===== config.mk =====
export PLATFORM = sky130hd
export DESIGN_NAME = axi2mem_sp_flat
export DESIGN_NICKNAME = d
export VERILOG_FILES = /design/src/rtl/axi2mem_sp_if.sv /design/src/rtl/axi2mem_sp.sv /design/src/flat_wrapper.sv
export SDC_FILE = /design/constraint.sdc
export NUM_CORES = 1
export LEC_CHECK = 0
export CAP_MARGIN = 20
export CORE_AREA = 8 8 163 165
export DETAILED_ROUTE_END_ITERATION = 10
export DIE_AREA = 0 0 171 173
export PLACE_DENSITY = 0.67
export SLEW_MARGIN = 30
export SYNTH_ARGS = -nofsm -noshare
export SYNTH_HDL_FRONTEND = slang
export SYNTH_SLANG_ARGS = --single-unit

===== constraint.sdc =====
create_clock -name clk -period 2 [get_ports clk]
set_input_delay 0.6 -clock clk [delete_from_list [all_inputs] [get_ports clk]]
set_output_delay 0.6 -clock clk [all_outputs]
set_load 0.005 [all_outputs]

===== src/rtl/axi2mem_sp_if.sv =====
// AXI4 bus bundle shared by the core-side master bridge and memory-side slaves.
// Only the five channels' payload/handshake signals are carried; no clock inside.
interface AXI_BUS #(
  parameter int AXI_ADDR_WIDTH = 32,
  parameter int AXI_DATA_WIDTH = 64,
  parameter int AXI_ID_WIDTH   = 1,
  parameter int AXI_USER_WIDTH = 1
);
  localparam int AXI_STRB_WIDTH = AXI_DATA_WIDTH / 8;

  logic [AXI_ID_WIDTH-1:0]   aw_id;
  logic [AXI_ADDR_WIDTH-1:0] aw_addr;
  logic [7:0]                aw_len;
  logic [2:0]                aw_size;
  logic [1:0]                aw_burst;
  logic                      aw_lock;
  logic [3:0]                aw_cache;
  logic [2:0]                aw_prot;
  logic [3:0]                aw_region;
  logic [3:0]                aw_qos;
  logic [AXI_USER_WIDTH-1:0] aw_user;
  logic                      aw_valid;
  logic                      aw_ready;

  logic [AXI_DATA_WIDTH-1:0] w_data;
  logic [AXI_STRB_WIDTH-1:0] w_strb;
  logic                      w_last;
  logic [AXI_USER_WIDTH-1:0] w_user;
  logic                      w_valid;
  logic                      w_ready;

  logic [AXI_ID_WIDTH-1:0]   b_id;
  logic [1:0]                b_resp;
  logic [AXI_USER_WIDTH-1:0] b_user;
  logic                      b_valid;
  logic                      b_ready;

  logic [AXI_ID_WIDTH-1:0]   ar_id;
  logic [AXI_ADDR_WIDTH-1:0] ar_addr;
  logic [7:0]                ar_len;
  logic [2:0]                ar_size;
  logic [1:0]                ar_burst;
  logic                      ar_lock;
  logic [3:0]                ar_cache;
  logic [2:0]                ar_prot;
  logic [3:0]                ar_region;
  logic [3:0]                ar_qos;
  logic [AXI_USER_WIDTH-1:0] ar_user;
  logic                      ar_valid;
  logic                      ar_ready;

  logic [AXI_ID_WIDTH-1:0]   r_id;
  logic [AXI_DATA_WIDTH-1:0] r_data;
  logic [1:0]                r_resp;
  logic                      r_last;
  logic [AXI_USER_WIDTH-1:0] r_user;
  logic                      r_valid;
  logic                      r_ready;

  modport Master (
    output aw_id, aw_addr, aw_len, aw_size, aw_burst, aw_lock, aw_cache, aw_prot,
           aw_region, aw_qos, aw_user, aw_valid,
    input  aw_ready,
    output w_data, w_strb, w_last, w_user, w_valid,
    input  w_ready,
    input  b_id, b_resp, b_user, b_valid,
    output b_ready,
    output ar_id, ar_addr, ar_len, ar_size, ar_burst, ar_lock, ar_cache, ar_prot,
           ar_region, ar_qos, ar_user, ar_valid,
    input  ar_ready,
    input  r_id, r_data, r_resp, r_last, r_user, r_valid,
    output r_ready
  );

  modport Slave (
    input  aw_id, aw_addr, aw_len, aw_size, aw_burst, aw_lock, aw_cache, aw_prot,
           aw_region, aw_qos, aw_user, aw_valid,
    output aw_ready,
    input  w_data, w_strb, w_last, w_user, w_valid,
    output w_ready,
    output b_id, b_resp, b_user, b_valid,
    input  b_ready,
    input  ar_id, ar_addr, ar_len, ar_size, ar_burst, ar_lock, ar_cache, ar_prot,
           ar_region, ar_qos, ar_user, ar_valid,
    output ar_ready,
    output r_id, r_data, r_resp, r_last, r_user, r_valid,
    input  r_ready
  );
endinterface


===== src/rtl/axi2mem_sp.sv =====
// AXI4 slave bridging single-beat reads/writes onto a 1-cycle-latency 64-bit SRAM.
// Bursts (len != 0) are drained or generated with SLVERR and never touch memory.
module axi2mem_sp #(
  parameter int AXI_ADDR_WIDTH = 32,
  parameter int AXI_DATA_WIDTH = 64,
  parameter int AXI_ID_WIDTH   = 1,
  parameter int AXI_USER_WIDTH = 1,
  parameter int MEM_ADDR_WIDTH = 10
) (
  input  logic                      clk,
  input  logic                      rst_n,
  AXI_BUS.Slave                     slave,
  output logic                      mem_req_o,
  output logic                      mem_we_o,
  output logic [MEM_ADDR_WIDTH-1:0] mem_addr_o,
  output logic [7:0]                mem_be_o,
  output logic [63:0]               mem_wdata_o,
  input  logic [63:0]               mem_rdata_i
);

  typedef enum logic [2:0] {
    IDLE, WR_DATA, WR_RESP, RD_MEM, RD_LATCH, RD_RESP
  } state_e;

  state_e                    state_q;
  logic                      rd_prio_q;
  logic [AXI_ID_WIDTH-1:0]   id_q;
  logic [MEM_ADDR_WIDTH-1:0] addr_q;
  logic [7:0]                len_q;
  logic                      err_q;
  logic [63:0]               rdata_q;
  logic [7:0]                cnt_q;

  logic idle, rd_win, ar_take, aw_take, w_take, r_take, r_final;

  // Arbitration: a lone request wins; on a conflict rd_prio_q picks the channel.
  assign idle    = (state_q == IDLE);
  assign rd_win  = slave.ar_valid & (~slave.aw_valid | rd_prio_q);
  assign ar_take = idle & rd_win;
  assign aw_take = idle & slave.aw_valid & ~rd_win;
  assign w_take  = (state_q == WR_DATA) & slave.w_valid;
  assign r_take  = (state_q == RD_RESP) & slave.r_ready;
  assign r_final = ~err_q | (cnt_q == len_q);

  assign slave.ar_ready = ar_take;
  assign slave.aw_ready = aw_take;
  assign slave.w_ready  = (state_q == WR_DATA);

  assign slave.b_valid = (state_q == WR_RESP);
  assign slave.b_id    = id_q;
  assign slave.b_resp  = err_q ? 2'b10 : 2'b00;
  assign slave.b_user  = '0;

  assign slave.r_valid = (state_q == RD_RESP);
  assign slave.r_id    = id_q;
  assign slave.r_data  = err_q ? '0 : rdata_q;
  assign slave.r_resp  = err_q ? 2'b10 : 2'b00;
  assign slave.r_last  = r_final;
  assign slave.r_user  = '0;

  // Memory strobes are decoded from state so reset drops them without a clock.
  assign mem_we_o    = w_take & ~err_q;
  assign mem_req_o   = mem_we_o | (state_q == RD_MEM);
  assign mem_addr_o  = addr_q;
  assign mem_be_o    = slave.w_strb;
  assign mem_wdata_o = slave.w_data;

  logic unused_fields;
  assign unused_fields = ^{slave.aw_size, slave.aw_burst, slave.aw_lock, slave.aw_cache,
                           slave.aw_prot, slave.aw_region, slave.aw_qos, slave.aw_user,
                           slave.ar_size, slave.ar_burst, slave.ar_lock, slave.ar_cache,
                           slave.ar_prot, slave.ar_region, slave.ar_qos, slave.ar_user,
                           slave.w_user, slave.aw_addr[2:0], slave.ar_addr[2:0],
                           slave.aw_addr[AXI_ADDR_WIDTH-1:MEM_ADDR_WIDTH+3],
                           slave.ar_addr[AXI_ADDR_WIDTH-1:MEM_ADDR_WIDTH+3]};

  always_ff @(posedge clk or negedge rst_n) begin
    if (!rst_n) begin
      state_q   <= IDLE;
      rd_prio_q <= 1'b1;
      id_q      <= '0;
      addr_q    <= '0;
      len_q     <= '0;
      err_q     <= 1'b0;
      rdata_q   <= '0;
      cnt_q     <= '0;
    end else begin
      case (state_q)
        IDLE: begin
          if (slave.ar_valid && slave.aw_valid) rd_prio_q <= ~rd_prio_q;
          if (ar_take) begin
            id_q    <= slave.ar_id;
            addr_q  <= slave.ar_addr[MEM_ADDR_WIDTH+2:3];
            len_q   <= slave.ar_len;
            err_q   <= (slave.ar_len != 8'd0);
            cnt_q   <= '0;
            state_q <= (slave.ar_len == 8'd0) ? RD_MEM : RD_RESP;
          end else if (aw_take) begin
            id_q    <= slave.aw_id;
            addr_q  <= slave.aw_addr[MEM_ADDR_WIDTH+2:3];
            len_q   <= slave.aw_len;
            err_q   <= (slave.aw_len != 8'd0);
            state_q <= WR_DATA;
          end
        end
        WR_DATA: begin
          if (w_take && (!err_q || slave.w_last)) state_q <= WR_RESP;
        end
        WR_RESP: begin
          if (slave.b_ready) state_q <= IDLE;
        end
        RD_MEM: begin
          state_q <= RD_LATCH;
        end
        RD_LATCH: begin
          rdata_q <= mem_rdata_i;
          state_q <= RD_RESP;
        end
        RD_RESP: begin
          if (r_take) begin
            cnt_q <= cnt_q + 8'd1;
            if (r_final) state_q <= IDLE;
          end
        end
        default: state_q <= IDLE;
      endcase
    end
  end

endmodule


===== src/flat_wrapper.sv =====
// flat-port wrapper written by rule: the top's interface ports become plain ports
module axi2mem_sp_flat 
#(
  parameter int AXI_ADDR_WIDTH = 32,
  parameter int AXI_DATA_WIDTH = 64,
  parameter int AXI_ID_WIDTH   = 1,
  parameter int AXI_USER_WIDTH = 1,
  parameter int MEM_ADDR_WIDTH = 10
)
  (clk, rst_n, mem_req_o, mem_we_o, mem_addr_o, mem_be_o, mem_wdata_o, mem_rdata_i, slave_aw_id, slave_aw_addr, slave_aw_len, slave_aw_size, slave_aw_burst, slave_aw_lock, slave_aw_cache, slave_aw_prot, slave_aw_region, slave_aw_qos, slave_aw_user, slave_aw_valid, slave_aw_ready, slave_w_data, slave_w_strb, slave_w_last, slave_w_user, slave_w_valid, slave_w_ready, slave_b_id, slave_b_resp, slave_b_user, slave_b_valid, slave_b_ready, slave_ar_id, slave_ar_addr, slave_ar_len, slave_ar_size, slave_ar_burst, slave_ar_lock, slave_ar_cache, slave_ar_prot, slave_ar_region, slave_ar_qos, slave_ar_user, slave_ar_valid, slave_ar_ready, slave_r_id, slave_r_data, slave_r_resp, slave_r_last, slave_r_user, slave_r_valid, slave_r_ready);
  AXI_BUS #(.AXI_ADDR_WIDTH(AXI_ADDR_WIDTH), .AXI_DATA_WIDTH(AXI_DATA_WIDTH), .AXI_ID_WIDTH(AXI_ID_WIDTH), .AXI_USER_WIDTH(AXI_USER_WIDTH)) slave_i ();
  input  logic clk;
  input  logic rst_n;
  output logic mem_req_o;
  output logic mem_we_o;
  output logic [MEM_ADDR_WIDTH-1:0] mem_addr_o;
  output logic [7:0] mem_be_o;
  output logic [63:0] mem_wdata_o;
  input  logic [63:0] mem_rdata_i;
  input wire logic [$bits(slave_i.aw_id)-1:0] slave_aw_id;
  input wire logic [$bits(slave_i.aw_addr)-1:0] slave_aw_addr;
  input wire logic [$bits(slave_i.aw_len)-1:0] slave_aw_len;
  input wire logic [$bits(slave_i.aw_size)-1:0] slave_aw_size;
  input wire logic [$bits(slave_i.aw_burst)-1:0] slave_aw_burst;
  input wire logic [$bits(slave_i.aw_lock)-1:0] slave_aw_lock;
  input wire logic [$bits(slave_i.aw_cache)-1:0] slave_aw_cache;
  input wire logic [$bits(slave_i.aw_prot)-1:0] slave_aw_prot;
  input wire logic [$bits(slave_i.aw_region)-1:0] slave_aw_region;
  input wire logic [$bits(slave_i.aw_qos)-1:0] slave_aw_qos;
  input wire logic [$bits(slave_i.aw_user)-1:0] slave_aw_user;
  input wire logic [$bits(slave_i.aw_valid)-1:0] slave_aw_valid;
  output wire logic [$bits(slave_i.aw_ready)-1:0] slave_aw_ready;
  input wire logic [$bits(slave_i.w_data)-1:0] slave_w_data;
  input wire logic [$bits(slave_i.w_strb)-1:0] slave_w_strb;
  input wire logic [$bits(slave_i.w_last)-1:0] slave_w_last;
  input wire logic [$bits(slave_i.w_user)-1:0] slave_w_user;
  input wire logic [$bits(slave_i.w_valid)-1:0] slave_w_valid;
  output wire logic [$bits(slave_i.w_ready)-1:0] slave_w_ready;
  output wire logic [$bits(slave_i.b_id)-1:0] slave_b_id;
  output wire logic [$bits(slave_i.b_resp)-1:0] slave_b_resp;
  output wire logic [$bits(slave_i.b_user)-1:0] slave_b_user;
  output wire logic [$bits(slave_i.b_valid)-1:0] slave_b_valid;
  input wire logic [$bits(slave_i.b_ready)-1:0] slave_b_ready;
  input wire logic [$bits(slave_i.ar_id)-1:0] slave_ar_id;
  input wire logic [$bits(slave_i.ar_addr)-1:0] slave_ar_addr;
  input wire logic [$bits(slave_i.ar_len)-1:0] slave_ar_len;
  input wire logic [$bits(slave_i.ar_size)-1:0] slave_ar_size;
  input wire logic [$bits(slave_i.ar_burst)-1:0] slave_ar_burst;
  input wire logic [$bits(slave_i.ar_lock)-1:0] slave_ar_lock;
  input wire logic [$bits(slave_i.ar_cache)-1:0] slave_ar_cache;
  input wire logic [$bits(slave_i.ar_prot)-1:0] slave_ar_prot;
  input wire logic [$bits(slave_i.ar_region)-1:0] slave_ar_region;
  input wire logic [$bits(slave_i.ar_qos)-1:0] slave_ar_qos;
  input wire logic [$bits(slave_i.ar_user)-1:0] slave_ar_user;
  input wire logic [$bits(slave_i.ar_valid)-1:0] slave_ar_valid;
  output wire logic [$bits(slave_i.ar_ready)-1:0] slave_ar_ready;
  output wire logic [$bits(slave_i.r_id)-1:0] slave_r_id;
  output wire logic [$bits(slave_i.r_data)-1:0] slave_r_data;
  output wire logic [$bits(slave_i.r_resp)-1:0] slave_r_resp;
  output wire logic [$bits(slave_i.r_last)-1:0] slave_r_last;
  output wire logic [$bits(slave_i.r_user)-1:0] slave_r_user;
  output wire logic [$bits(slave_i.r_valid)-1:0] slave_r_valid;
  input wire logic [$bits(slave_i.r_ready)-1:0] slave_r_ready;
  assign slave_i.aw_id = slave_aw_id;
  assign slave_i.aw_addr = slave_aw_addr;
  assign slave_i.aw_len = slave_aw_len;
  assign slave_i.aw_size = slave_aw_size;
  assign slave_i.aw_burst = slave_aw_burst;
  assign slave_i.aw_lock = slave_aw_lock;
  assign slave_i.aw_cache = slave_aw_cache;
  assign slave_i.aw_prot = slave_aw_prot;
  assign slave_i.aw_region = slave_aw_region;
  assign slave_i.aw_qos = slave_aw_qos;
  assign slave_i.aw_user = slave_aw_user;
  assign slave_i.aw_valid = slave_aw_valid;
  assign slave_aw_ready = slave_i.aw_ready;
  assign slave_i.w_data = slave_w_data;
  assign slave_i.w_strb = slave_w_strb;
  assign slave_i.w_last = slave_w_last;
  assign slave_i.w_user = slave_w_user;
  assign slave_i.w_valid = slave_w_valid;
  assign slave_w_ready = slave_i.w_ready;
  assign slave_b_id = slave_i.b_id;
  assign slave_b_resp = slave_i.b_resp;
  assign slave_b_user = slave_i.b_user;
  assign slave_b_valid = slave_i.b_valid;
  assign slave_i.b_ready = slave_b_ready;
  assign slave_i.ar_id = slave_ar_id;
  assign slave_i.ar_addr = slave_ar_addr;
  assign slave_i.ar_len = slave_ar_len;
  assign slave_i.ar_size = slave_ar_size;
  assign slave_i.ar_burst = slave_ar_burst;
  assign slave_i.ar_lock = slave_ar_lock;
  assign slave_i.ar_cache = slave_ar_cache;
  assign slave_i.ar_prot = slave_ar_prot;
  assign slave_i.ar_region = slave_ar_region;
  assign slave_i.ar_qos = slave_ar_qos;
  assign slave_i.ar_user = slave_ar_user;
  assign slave_i.ar_valid = slave_ar_valid;
  assign slave_ar_ready = slave_i.ar_ready;
  assign slave_r_id = slave_i.r_id;
  assign slave_r_data = slave_i.r_data;
  assign slave_r_resp = slave_i.r_resp;
  assign slave_r_last = slave_i.r_last;
  assign slave_r_user = slave_i.r_user;
  assign slave_r_valid = slave_i.r_valid;
  assign slave_i.r_ready = slave_r_ready;
  axi2mem_sp #(.AXI_ADDR_WIDTH(AXI_ADDR_WIDTH), .AXI_DATA_WIDTH(AXI_DATA_WIDTH), .AXI_ID_WIDTH(AXI_ID_WIDTH), .AXI_USER_WIDTH(AXI_USER_WIDTH), .MEM_ADDR_WIDTH(MEM_ADDR_WIDTH)) u_core (.clk(clk), .rst_n(rst_n), .slave(slave_i), .mem_req_o(mem_req_o), .mem_we_o(mem_we_o), .mem_addr_o(mem_addr_o), .mem_be_o(mem_be_o), .mem_wdata_o(mem_wdata_o), .mem_rdata_i(mem_rdata_i));
endmodule

==> impl_metrics.env, run 1 <==
export IMPL_worst_r2r_path_depth=6
export IMPL_setup_ws_ps=-202
export IMPL_clk_latency_ps=350
export IMPL_grt_overflow_total=0
export IMPL_rows=57
export IMPL_r2r_slack_ps=70
export IMPL_crit_path_start_kind="flop"
export IMPL_grt_pass1_vias=4129
export IMPL_antenna_left=0
export IMPL_leakagePower_nw=3.44
export IMPL_wl_per_cell_um=15.8
export IMPL_port_buffer_count=195
export IMPL_fmax_mhz=454
export IMPL_post_route_period_util_pct=110
export IMPL_syn_inst=463
export IMPL_synth_seq_area_share_pct=47.0
export IMPL_layout_min_cycle_time_ps=2200
export IMPL_synth_most_common_cell="dfrtp_1"
export IMPL_dp_cells=927
export IMPL_failed_checks="negative setup slack"
export IMPL_drt_iter0_drc=126
export IMPL_finalNonFillerCells=959
export IMPL_cp_required_ps=1400
export IMPL_gp_congestion=0.757
export IMPL_path_class="reg -> out"
export IMPL_synth_cell_types=37
export IMPL_cp_end_kind="output pin"
export IMPL_syn_cell_area_mm2=0.00511
export IMPL_rsz0062_at_grt="yes"
export IMPL_hp_class="in -> async"
export IMPL_setup_viol=17
export IMPL_r2r_start="u_core.state_q[0]$_DFFE_PN0P_"
export IMPL_drc=0
export IMPL_wl_um=15100
export IMPL_synthArstFlopShare_pct=100
export IMPL_arrival_ps=1600
export IMPL_place_hpwl_um=10900
export IMPL_finalHoldViolCount=0
export IMPL_yosysWarnings=0
export IMPL_grt_antenna_before_repair=1
export IMPL_synth_edff_count=0
export IMPL_path_clk_slew_ps=70
export IMPL_r2r_end="u_core.rdata_q[30]$_DFFE_PN0P_"
export IMPL_ys_seq_elements=96
export IMPL_grt_usage_pct=9.76
export IMPL_post_drt_via_cell_ratio=4.02
export IMPL_syn_mean_instance_area_um2=11.0
export IMPL_synth_top_area_share_pct=46.5
export IMPL_fp_dieW_um=171
export IMPL_clock_path_buffers=2
export IMPL_max_cap_violations=0
export IMPL_crit_fanout=4
export IMPL_die_area_mm2=0.0296
export IMPL_powerDensity_mw_per_mm2=1400
export IMPL_fp_dieH_um=173
export IMPL_yosysTopAreaCell="dfrtp_1"
export IMPL_vias=3852
export IMPL_area_growth_pct=48.9
export IMPL_nets=902
export IMPL_floorplan_initialDensity_pct=21.3
export IMPL_cts_tree="built"
export IMPL_h_tree_depth=3
export IMPL_slew_viol_final=0
export IMPL_vdd_drop_max_mv=0.463
export IMPL_drtPass1Iterations=4
export IMPL_num_antenna_cells=0
export IMPL_setup_tns_ps=-1570
export IMPL_grt_max_degree=44
export IMPL_finClkSkew_ps=10.2
export IMPL_io_pins=433
export IMPL_cts_buffers=9
export IMPL_drive_gt1_share_pct=36.2
export IMPL_grt_pass1_wl_um=22700
export IMPL_core_mm2=0.0240
export IMPL_status="finished with violations"
export IMPL_clock_sinks=96
export IMPL_cts_root_buf="clkbuf_16"
export IMPL_synthFlopType="dfrtp_1"
export IMPL_synth_area_leaders="dfrtp_1, mux2_2, buf_4, nor2b_1, mux2i_1"
export IMPL_synth_top_cells_by_count="dfrtp_1, buf_4, mux2_2, nor2b_1, nand2_1"
-- cells by family (layout without fill, tap and decap cells) --
family | after synthesis | in the layout | synth area share, %
AOI/OAI and AO/OA | 38 | 38 | 4.48
xor gates and xnor gates | 11 | 11 | 1.88
adders and majority gates | 1 | 1 | 0.245
buffers and inverters | 106 | 275 | 14.2
DFF | 96 | 96 | 47.0
muxes | 84 | 84 | 18.0
other | 1 | 4 | 0.0733
and+or+nand+nor | 126 | 126 | 14.1
-- worst max path at each step --
stage                                       start                to  cells past startpoint  slack [ps]
finish              u_core.state_q[0]$_DFFE_PN0P_         mem_req_o                      5        -200
global route        u_core.state_q[0]$_DFFE_PN0P_         mem_req_o                      5        -250
CTS                      u_core.err_q$_DFFE_PN0P_  slave_r_data[22]                      3        -300
floorplan           u_core.state_q[1]$_DFFE_PN0P_         mem_req_o                      4         190
global placement                   slave_aw_valid    slave_aw_ready                      5        -620
detailed placement                 slave_aw_valid    slave_aw_ready                      5        -640
-- flip-flops by register name, indices dropped and copies added (netlist names) --
name / count
u_core.mem_addr_o: 10
u_core.rdata_q: 64
u_core.err_q: 1
u_core.state_q: 3
u_core.slave.b_id: 1
u_core.cnt_q: 8
u_core.len_q: 8
u_core.rd_prio_q: 1
-- routing by layer --
metal	wire length (µm)	part of all wire [%]	GRT usage (%)	vias up
li1	-	-	-	1805
met1	5720	38	10.1	1820
met2	7290	48	16.6	171
met3	1550	10	3.89	54
met4	566	3.7	5.15	2
met5	13	0.086	0	-
-- placed cells by master (no fill, tap or decap), types with 2 or more instances in the layout --
cell / instances
nor2b_1: 47
dfrtp_1: 91
buf_4: 44
a21oi_1: 4
o21ai_2: 2
mux2_2: 65
dlygate4sd2_1: 17
nand4_1: 5
clkdlybuf4s50_1: 117
conb_1: 4
and3_1: 2
nand2_1: 24
mux2i_1: 19
inv_1: 3
o31ai_1: 3
nor2_1: 4
xnor2_1: 9
buf_2: 20
clkdlybuf4s15_2: 5
nor2b_2: 8
nor2b_4: 10
clkinv_4: 3
clkbuf_16: 10
or4_1: 2
buf_12: 6
clkbuf_2: 21
nor3_1: 3
and3_4: 2
nor4_1: 4
o21ai_0: 22
clkbuf_8: 2
nand3_1: 4
dfrtp_2: 4
buf_6: 11
xor2_1: 2
clkdlybuf4s15_1: 6
dlymetal6s2s_1: 4
-- critical path: stages (launching register included) --
cell and delay, ps:
dfrtp_2 450, nor3b_4 170, buf_4 130, and3_4 170
or2_4 220, buf_6 110
-- repair_timing --
action                     CTS  global route
setup endpoints to repair   74            90
gates resized for setup    169            89
pin swaps                   11             5
gates cloned                 1             2
buffers inserted             9             6
hold buffers                 0             0
-- power by group --
part / total, W / switching [W] / internal (W)
logic: 0.00553 / 0.00221 / 0.00332
registers: 0.00341 / 0.000519 / 0.00290
clock network: 0.00172 / 0.000798 / 0.000922
-- area by class of cell --
| type | instances | area [µm²] |
|---|---|---|
| Clock inverter | 5 | 40.0 |
| Tap cell | 324 | 405 |
| Multi-Input combinational cell | 264 | 2150 |
| Timing Repair Buffer | 254 | 2340 |
| Sequential cell | 96 | 2410 |
| Inverter | 5 | 21.3 |
| Clock buffer | 11 | 253 |
| Fill cell | 2475 | 16300 |
-- through the flow --
step                      power (W)  hold slack [ps]  area [µm²]  setup WS (ps)  utilization (%)
after detailed placement    0.00882              474        7180           -635             30.0
after global routing         0.0115              186        7610           -250             31.8
after CTS                    0.0105              170        7560           -302             31.6
final                        0.0107              174        7610           -202             31.8
after global placement      0.00872              467        7180           -623             30.0
after floorplan             0.00601              304        5130            189                -
Power figures use the tool's default switching activity.
==> run 2, diff against run 1 <==
Settings changed: PLACE_DENSITY 0.67 to 0.57.
==> run 2 against run 1 <==
Effect of this change:
- the flow still finishes with violations (negative setup slack)
- first-iteration DRC count is 13% lower
- clock skew is 2.4 ps lower
- critical path depth stayed put
- worst hold slack worse by 98 ps
- routed wire length is 4.7% higher
- setup slack better by 84 ps
- die area stayed put
- clock-buffer cell count is 1 higher
- global-route usage is 0.094 points lower
- fmax is 4.0% higher
- critical path type unchanged
- largest cell class unchanged
==> impl_metrics.env, run 2 (synthesis results as in run 1) <==
export IMPL_rows=57
export IMPL_clk_latency_ps=340
export IMPL_p_seq_share_pct=31.3
export IMPL_leakagePower_nw=3.39
export IMPL_finalNonFillerCells=964
export IMPL_critPathMaxStageDelay_ps=420
export IMPL_post_route_util_pct=31.6
export IMPL_post_drt_via_cell_ratio=4.00
export IMPL_pre_cts_ws_ps=-561
export IMPL_path_cells="buf_6 -> buf_6 -> and3_4 -> or2_4 -> buf_6"
export IMPL_slew_viol_final=0
export IMPL_path_class="reg -> out"
export IMPL_wl_um=15800
export IMPL_finClkSkew_ps=7.76
export IMPL_cts_tree="built"
export IMPL_max_cap_violations=0
export IMPL_area_growth_pct=48.2
export IMPL_place_hpwl_um=11100
export IMPL_slowest_stage="dfrtp_2"
export IMPL_post_route_period_util_pct=106
export IMPL_swShare_pct=33.5
export IMPL_port_buffer_count=195
export IMPL_fp_dieW_um=171
export IMPL_cts_root_buf="clkbuf_16"
export IMPL_hp_class="in -> async"
export IMPL_die_area_mm2=0.0296
export IMPL_drt_iter0_drc=110
export IMPL_vdd_drop_max_mv=0.568
export IMPL_gp_congestion=0.760
export IMPL_grt_pass1_vias=4132
export IMPL_drtPass1Iterations=4
export IMPL_arrival_ps=1520
export IMPL_status="finished with violations"
export IMPL_largest_register_ffs=64
export IMPL_regMostFlops="u_core.rdata_q"
export IMPL_cp_common_cell="buf_6"
export IMPL_holdWs_ps=76.0
export IMPL_failed_checks="negative setup slack"
export IMPL_grt_antenna_before_repair=0
export IMPL_clock_sinks=96
export IMPL_cts_buffers=9
export IMPL_postCtsHoldBufs=0
export IMPL_layout_common_cells="clkdlybuf4s50_1, dfrtp_1, mux2_2"
export IMPL_drive_gt1_share_pct=40.5
export IMPL_cp_required_ps=1400
export IMPL_clock_path_buffers=2
export IMPL_setup_viol=17
export IMPL_powerDensity_mw_per_mm2=1420
export IMPL_grt_overflow_total=0
export IMPL_drc=0
export IMPL_grt_max_degree=48
export IMPL_num_antenna_cells=0
export IMPL_grt_usage_pct=9.66
export IMPL_vias=3856
export IMPL_clkPwrFrac_pct=15.5
export IMPL_wl_per_cell_um=16.4
export IMPL_setup_tns_ps=-858
export IMPL_nets=907
export IMPL_dp_cells=921
export IMPL_path_clk_slew_ps=70
export IMPL_rsz0062_at_grt="yes"
export IMPL_p_comb_share_pct=53.1
export IMPL_antenna_left=0
export IMPL_core_mm2=0.0240
export IMPL_p_int_w=0.00716
export IMPL_mostFrequentLayoutCell="clkdlybuf4s50_1"
export IMPL_grt_pass1_wl_um=22700
export IMPL_floorplan_initialDensity_pct=21.3
export IMPL_io_pins=433
export IMPL_setup_ws_ps=-119
export IMPL_power_switching_w=0.00361
export IMPL_cp_end_kind="output pin"
export IMPL_fmax_mhz=472
export IMPL_crit_path_start_kind="flop"
export IMPL_h_tree_depth=3
export IMPL_fp_dieH_um=173
export IMPL_layout_min_cycle_time_ps=2120
export IMPL_crit_fanout=4
export IMPL_finalHoldViolCount=0
## run 2: worst paths after layout
| kind | start | slack (ps) | depth (start not counted) | to |
|---|---|---|---|---|
| setup / recovery | u_core.state_q[1]$_DFFE_PN0P_ | -120 | 5 | mem_req_o |
| hold / removal | rst_n | 80 | 1 | u_core.len_q[2]$_DFFE_PN0P_ |
| setup reg to reg | u_core.state_q[1]$_DFFE_PN0P_ | 50 | 6 | u_core.err_q$_DFFE_PN0P_ |
| hold reg to reg | u_core.mem_addr_o[7]$_DFFE_PN0P_ | 480 | 2 | u_core.mem_addr_o[7]$_DFFE_PN0P_ |
| max in group asynchronous | rst_n | 1420 | 2 | u_core.rdata_q[32]$_DFFE_PN0P_ |
| min in group clk | u_core.mem_addr_o[7]$_DFFE_PN0P_ | 480 | 2 | u_core.mem_addr_o[7]$_DFFE_PN0P_ |
## run 2: worst max-delay path, delay by kind of cell, from the launching register on
| kind | cells | cell delay (ps) |
|---|---|---|
| flops | 1 | 420 |
| simple gates | 2 | 400 |
| buf+inv | 3 | 350 |
## run 2: power groups by stage
stage,Sequential (W),Combinational [W],Clock [W]
2_1_floorplan,0.00330,0.00272,0
3_3_place_gp,0.00338,0.00535,0
3_5_place_dp,0.00342,0.00538,0
4_1_cts,0.00337,0.00513,0.00176
5_1_grt,0.00349,0.00626,0.00183
6_report,0.00337,0.00572,0.00167
## run 2: final cells by class
| class | instances | area [µm²] |
|---|---|---|
| clock buffers | 12 | 246 |
| clock inverters | 4 | 31.3 |
| fillers | 2506 | 16400 |
| inverters | 5 | 21.3 |
| multi-input cells | 264 | 2150 |
| flip-flops and latches | 96 | 2410 |
| well taps | 324 | 405 |
| repair buffers | 259 | 2320 |
## run 2: per-layer routing
metal	global-route usage [%]	share of wire, %	vias to the layer above	wire (µm)
li1	-	-	1815	-
met1	10.9	42	1828	6590
met2	15.1	45	158	7190
met3	4.30	8.5	55	1350
met4	5.22	4.5	0	709
met5	0	0	-	0
## run 2: metrics by stage
stage | power [W] | instance area (µm²)
floorplan | 0.00601 | 5130
global route | 0.0116 | 7580
finish | 0.0108 | 7580
detailed placement | 0.00880 | 7150
CTS | 0.0103 | 7460
global placement | 0.00873 | 7150
## run 2: what timing repair did
item / in CTS / in global routing
pin swaps: 9 / 8
buffers inserted: 11 / 9
hold endpoints to repair: 0 / 0
endpoints found under the setup margin: 74 / 65
gates cloned: 0 / 7
gates resized for setup: 128 / 198
==> run 3, diff against run 2 <==
Clock period 2 ns to 2.25 ns, I/O delays scaled along.
==> run 3 against run 2 <==
Effect of this change:
- the run still ends with negative setup slack left
- critical path depth rose by 1
- first-iteration DRC count fell by 1.8%
- combinational power fell by 20%
- clock-buffer cell count did not move
- final cell count fell by 1.3%
- sequential power fell by 11%
- non-clock buffer count fell by 13
- sequential cell count did not move
- routed wire length fell by 8.0%
- sequential share of layout area rose by 0.40 points
- largest cell class unchanged
- largest power group unchanged
- highest routed layer unchanged
==> impl_metrics.env, run 3 (synthesis results as in run 1) <==
export IMPL_grt_pass1_vias=4077
export IMPL_r2r_start="u_core.rd_prio_q$_DFFE_PN1P_"
export IMPL_place_hpwl_um=10900
export IMPL_nFillCells=2546
export IMPL_setup_ws_ps=-22.8
export IMPL_dp_cells=914
export IMPL_slew_viol_final=0
export IMPL_post_route_period_util_pct=101
export IMPL_h_tree_depth=3
export IMPL_crit_path_start_kind="flop"
export IMPL_wl_per_cell_um=15.3
export IMPL_die_area_mm2=0.0296
export IMPL_path_buf_inv=3
export IMPL_fmax_mhz=440
export IMPL_drtPass1Iterations=4
export IMPL_finClkSkew_ps=11.8
export IMPL_grt_antenna_before_repair=0
export IMPL_pre_cts_ws_ps=-496
export IMPL_clock_path_buffers=2
export IMPL_antenna_left=0
export IMPL_crit_family="simple AND/OR/NAND/NOR gates"
export IMPL_core_mm2=0.0240
export IMPL_vdd_drop_max_mv=0.531
export IMPL_clock_sinks=96
export IMPL_swShare_pct=32.0
export IMPL_gp_congestion=0.771
export IMPL_rows=57
export IMPL_slowest_stage="dfrtp_1"
export IMPL_path_clk_slew_ps=70
export IMPL_post_drt_via_cell_ratio=3.92
export IMPL_floorplan_initialDensity_pct=21.3
export IMPL_multiInputGateArea_mm2=0.00206
export IMPL_startpoint="u_core.state_q[2]$_DFFE_PN0P_"
export IMPL_hp_class="in -> async"
export IMPL_nets=894
export IMPL_power_switching_w=0.00290
export IMPL_wl_um=14600
export IMPL_p_seq_share_pct=33.2
export IMPL_finalHoldViolCount=0
export IMPL_p_comb_share_pct=50.4
export IMPL_drt_iter0_drc=108
export IMPL_regArea_mm2=0.00241
export IMPL_powerDensity_mw_per_mm2=1210
export IMPL_grt_overflow_total=0
export IMPL_fp_dieW_um=171
export IMPL_fp_dieH_um=173
export IMPL_cp_end_kind="output pin"
export IMPL_grt_max_degree=53
export IMPL_p_int_w=0.00615
export IMPL_leakagePower_nw=3.37
export IMPL_status="finished with violations"
export IMPL_cp_required_ps=1570
export IMPL_path_class="reg -> out"
export IMPL_path_cells="buf_6 -> nor3b_4 -> buf_4 -> and3_4 -> or2_4 -> buf_6"
export IMPL_setup_viol=2
export IMPL_grt_usage_pct=9.80
export IMPL_num_antenna_cells=0
export IMPL_cts_root_buf="clkbuf_16"
export IMPL_io_pins=433
export IMPL_mostFrequentLayoutCell="clkdlybuf4s50_1"
export IMPL_vias=3725
export IMPL_regMostFlops="u_core.rdata_q"
export IMPL_critPathMaxStageDelay_ps=430
export IMPL_grt_pass1_wl_um=22800
export IMPL_crit_fanout=3
export IMPL_clkPwrFrac_pct=16.5
export IMPL_arrival_ps=1600
export IMPL_area_growth_pct=46.2
export IMPL_drive_gt1_share_pct=27.8
export IMPL_largest_register_ffs=64
export IMPL_cp_common_cell="buf_6"
export IMPL_drc=0
export IMPL_failed_checks="negative setup slack"
export IMPL_clk_latency_ps=350
export IMPL_finalNonFillerCells=951
export IMPL_port_buffer_count=195
export IMPL_cts_buffers=9
export IMPL_cts_tree="built"
export IMPL_postCtsHoldBufs=0
export IMPL_layout_min_cycle_time_ps=2270
export IMPL_rsz0062_at_grt="yes"
export IMPL_layout_common_cells="clkdlybuf4s50_1, dfrtp_1, nor2b_1, mux2_2, dlygate4sd2_1"
export IMPL_max_cap_violations=0
## run 3: changes by cell type in the layout (fill, tap and decap cells not counted), moves of 4 or more
cell	previous run	this run
nor2b_2	15	0
buf_2	40	14
nor2b_4	8	0
buf_6	16	6
clkbuf_2	26	4
nor2b_1	42	65
dlygate4sd2_1	3	55
clkbuf_16	13	9
## run 3: stage by stage
| step | power [W] | utilization (%) | TNS, ps | cell area (µm²) | hold slack [ps] |
|---|---|---|---|---|---|
| 5_1_grt | 0.00981 | 31.2 | -292 | 7480 | 219 |
| 6_report | 0.00905 | 31.2 | -43.2 | 7480 | 211 |
| 4_1_cts | 0.00915 | 31.0 | -213 | 7420 | 209 |
| 3_3_place_gp | 0.00766 | 29.5 | -1720 | 7070 | 462 |
| 2_1_floorplan | 0.00534 | - | 0 | 5130 | 379 |
| 3_5_place_dp | 0.00772 | 29.5 | -1900 | 7070 | 473 |
## run 3: cell type report
class / instances / area share [%]
clock buffer: 12 / 3.43
clock inverter: 4 / 0.385
tap: 324 / 5.42
timing repair buffer: 246 / 30.8
sequential: 96 / 32.2
inverter: 5 / 0.251
multi-input combinational: 264 / 27.5
## run 3: what timing repair did
| action | in CTS | in global routing |
|---|---|---|
| pin swaps | 10 | 11 |
| resized for setup | 139 | 18 |
| endpoints found under the hold margin | 0 | 0 |
| setup endpoints to repair | 74 | 13 |
| gates cloned | 1 | 0 |
| buffers inserted | 15 | 7 |
## run 3: final timing paths
path,slack [ps],cells past startpoint,to
setup / recovery,-20,6,mem_req_o
hold / removal,210,1,u_core.mem_addr_o[8]$_DFFE_PN0P_
setup reg to reg,60,11,u_core.cnt_q[6]$_DFFE_PN0P_
hold reg to reg,480,2,u_core.mem_addr_o[4]$_DFFE_PN0P_
max in group asynchronous,1390,2,u_core.rdata_q[33]$_DFFE_PN0P_
min in group clk,480,2,u_core.mem_addr_o[4]$_DFFE_PN0P_
## run 3: power groups by stage
stage	Clock, W	Sequential, W	Combinational, W
CTS	0.00159	0.00301	0.00455
detailed placement	0	0.00303	0.00469
global placement	0	0.00300	0.00466
global route	0.00166	0.00312	0.00503
finish	0.00149	0.00300	0.00456
floorplan	0	0.00293	0.00241
## run 3: per-layer routing
layer	GRT usage (%)	vias up	part of all wire, %
li1	-	1786	-
met1	11.1	1727	40
met2	15.1	156	45
met3	4.30	56	10
met4	5.47	0	4.6
met5	0	-	0
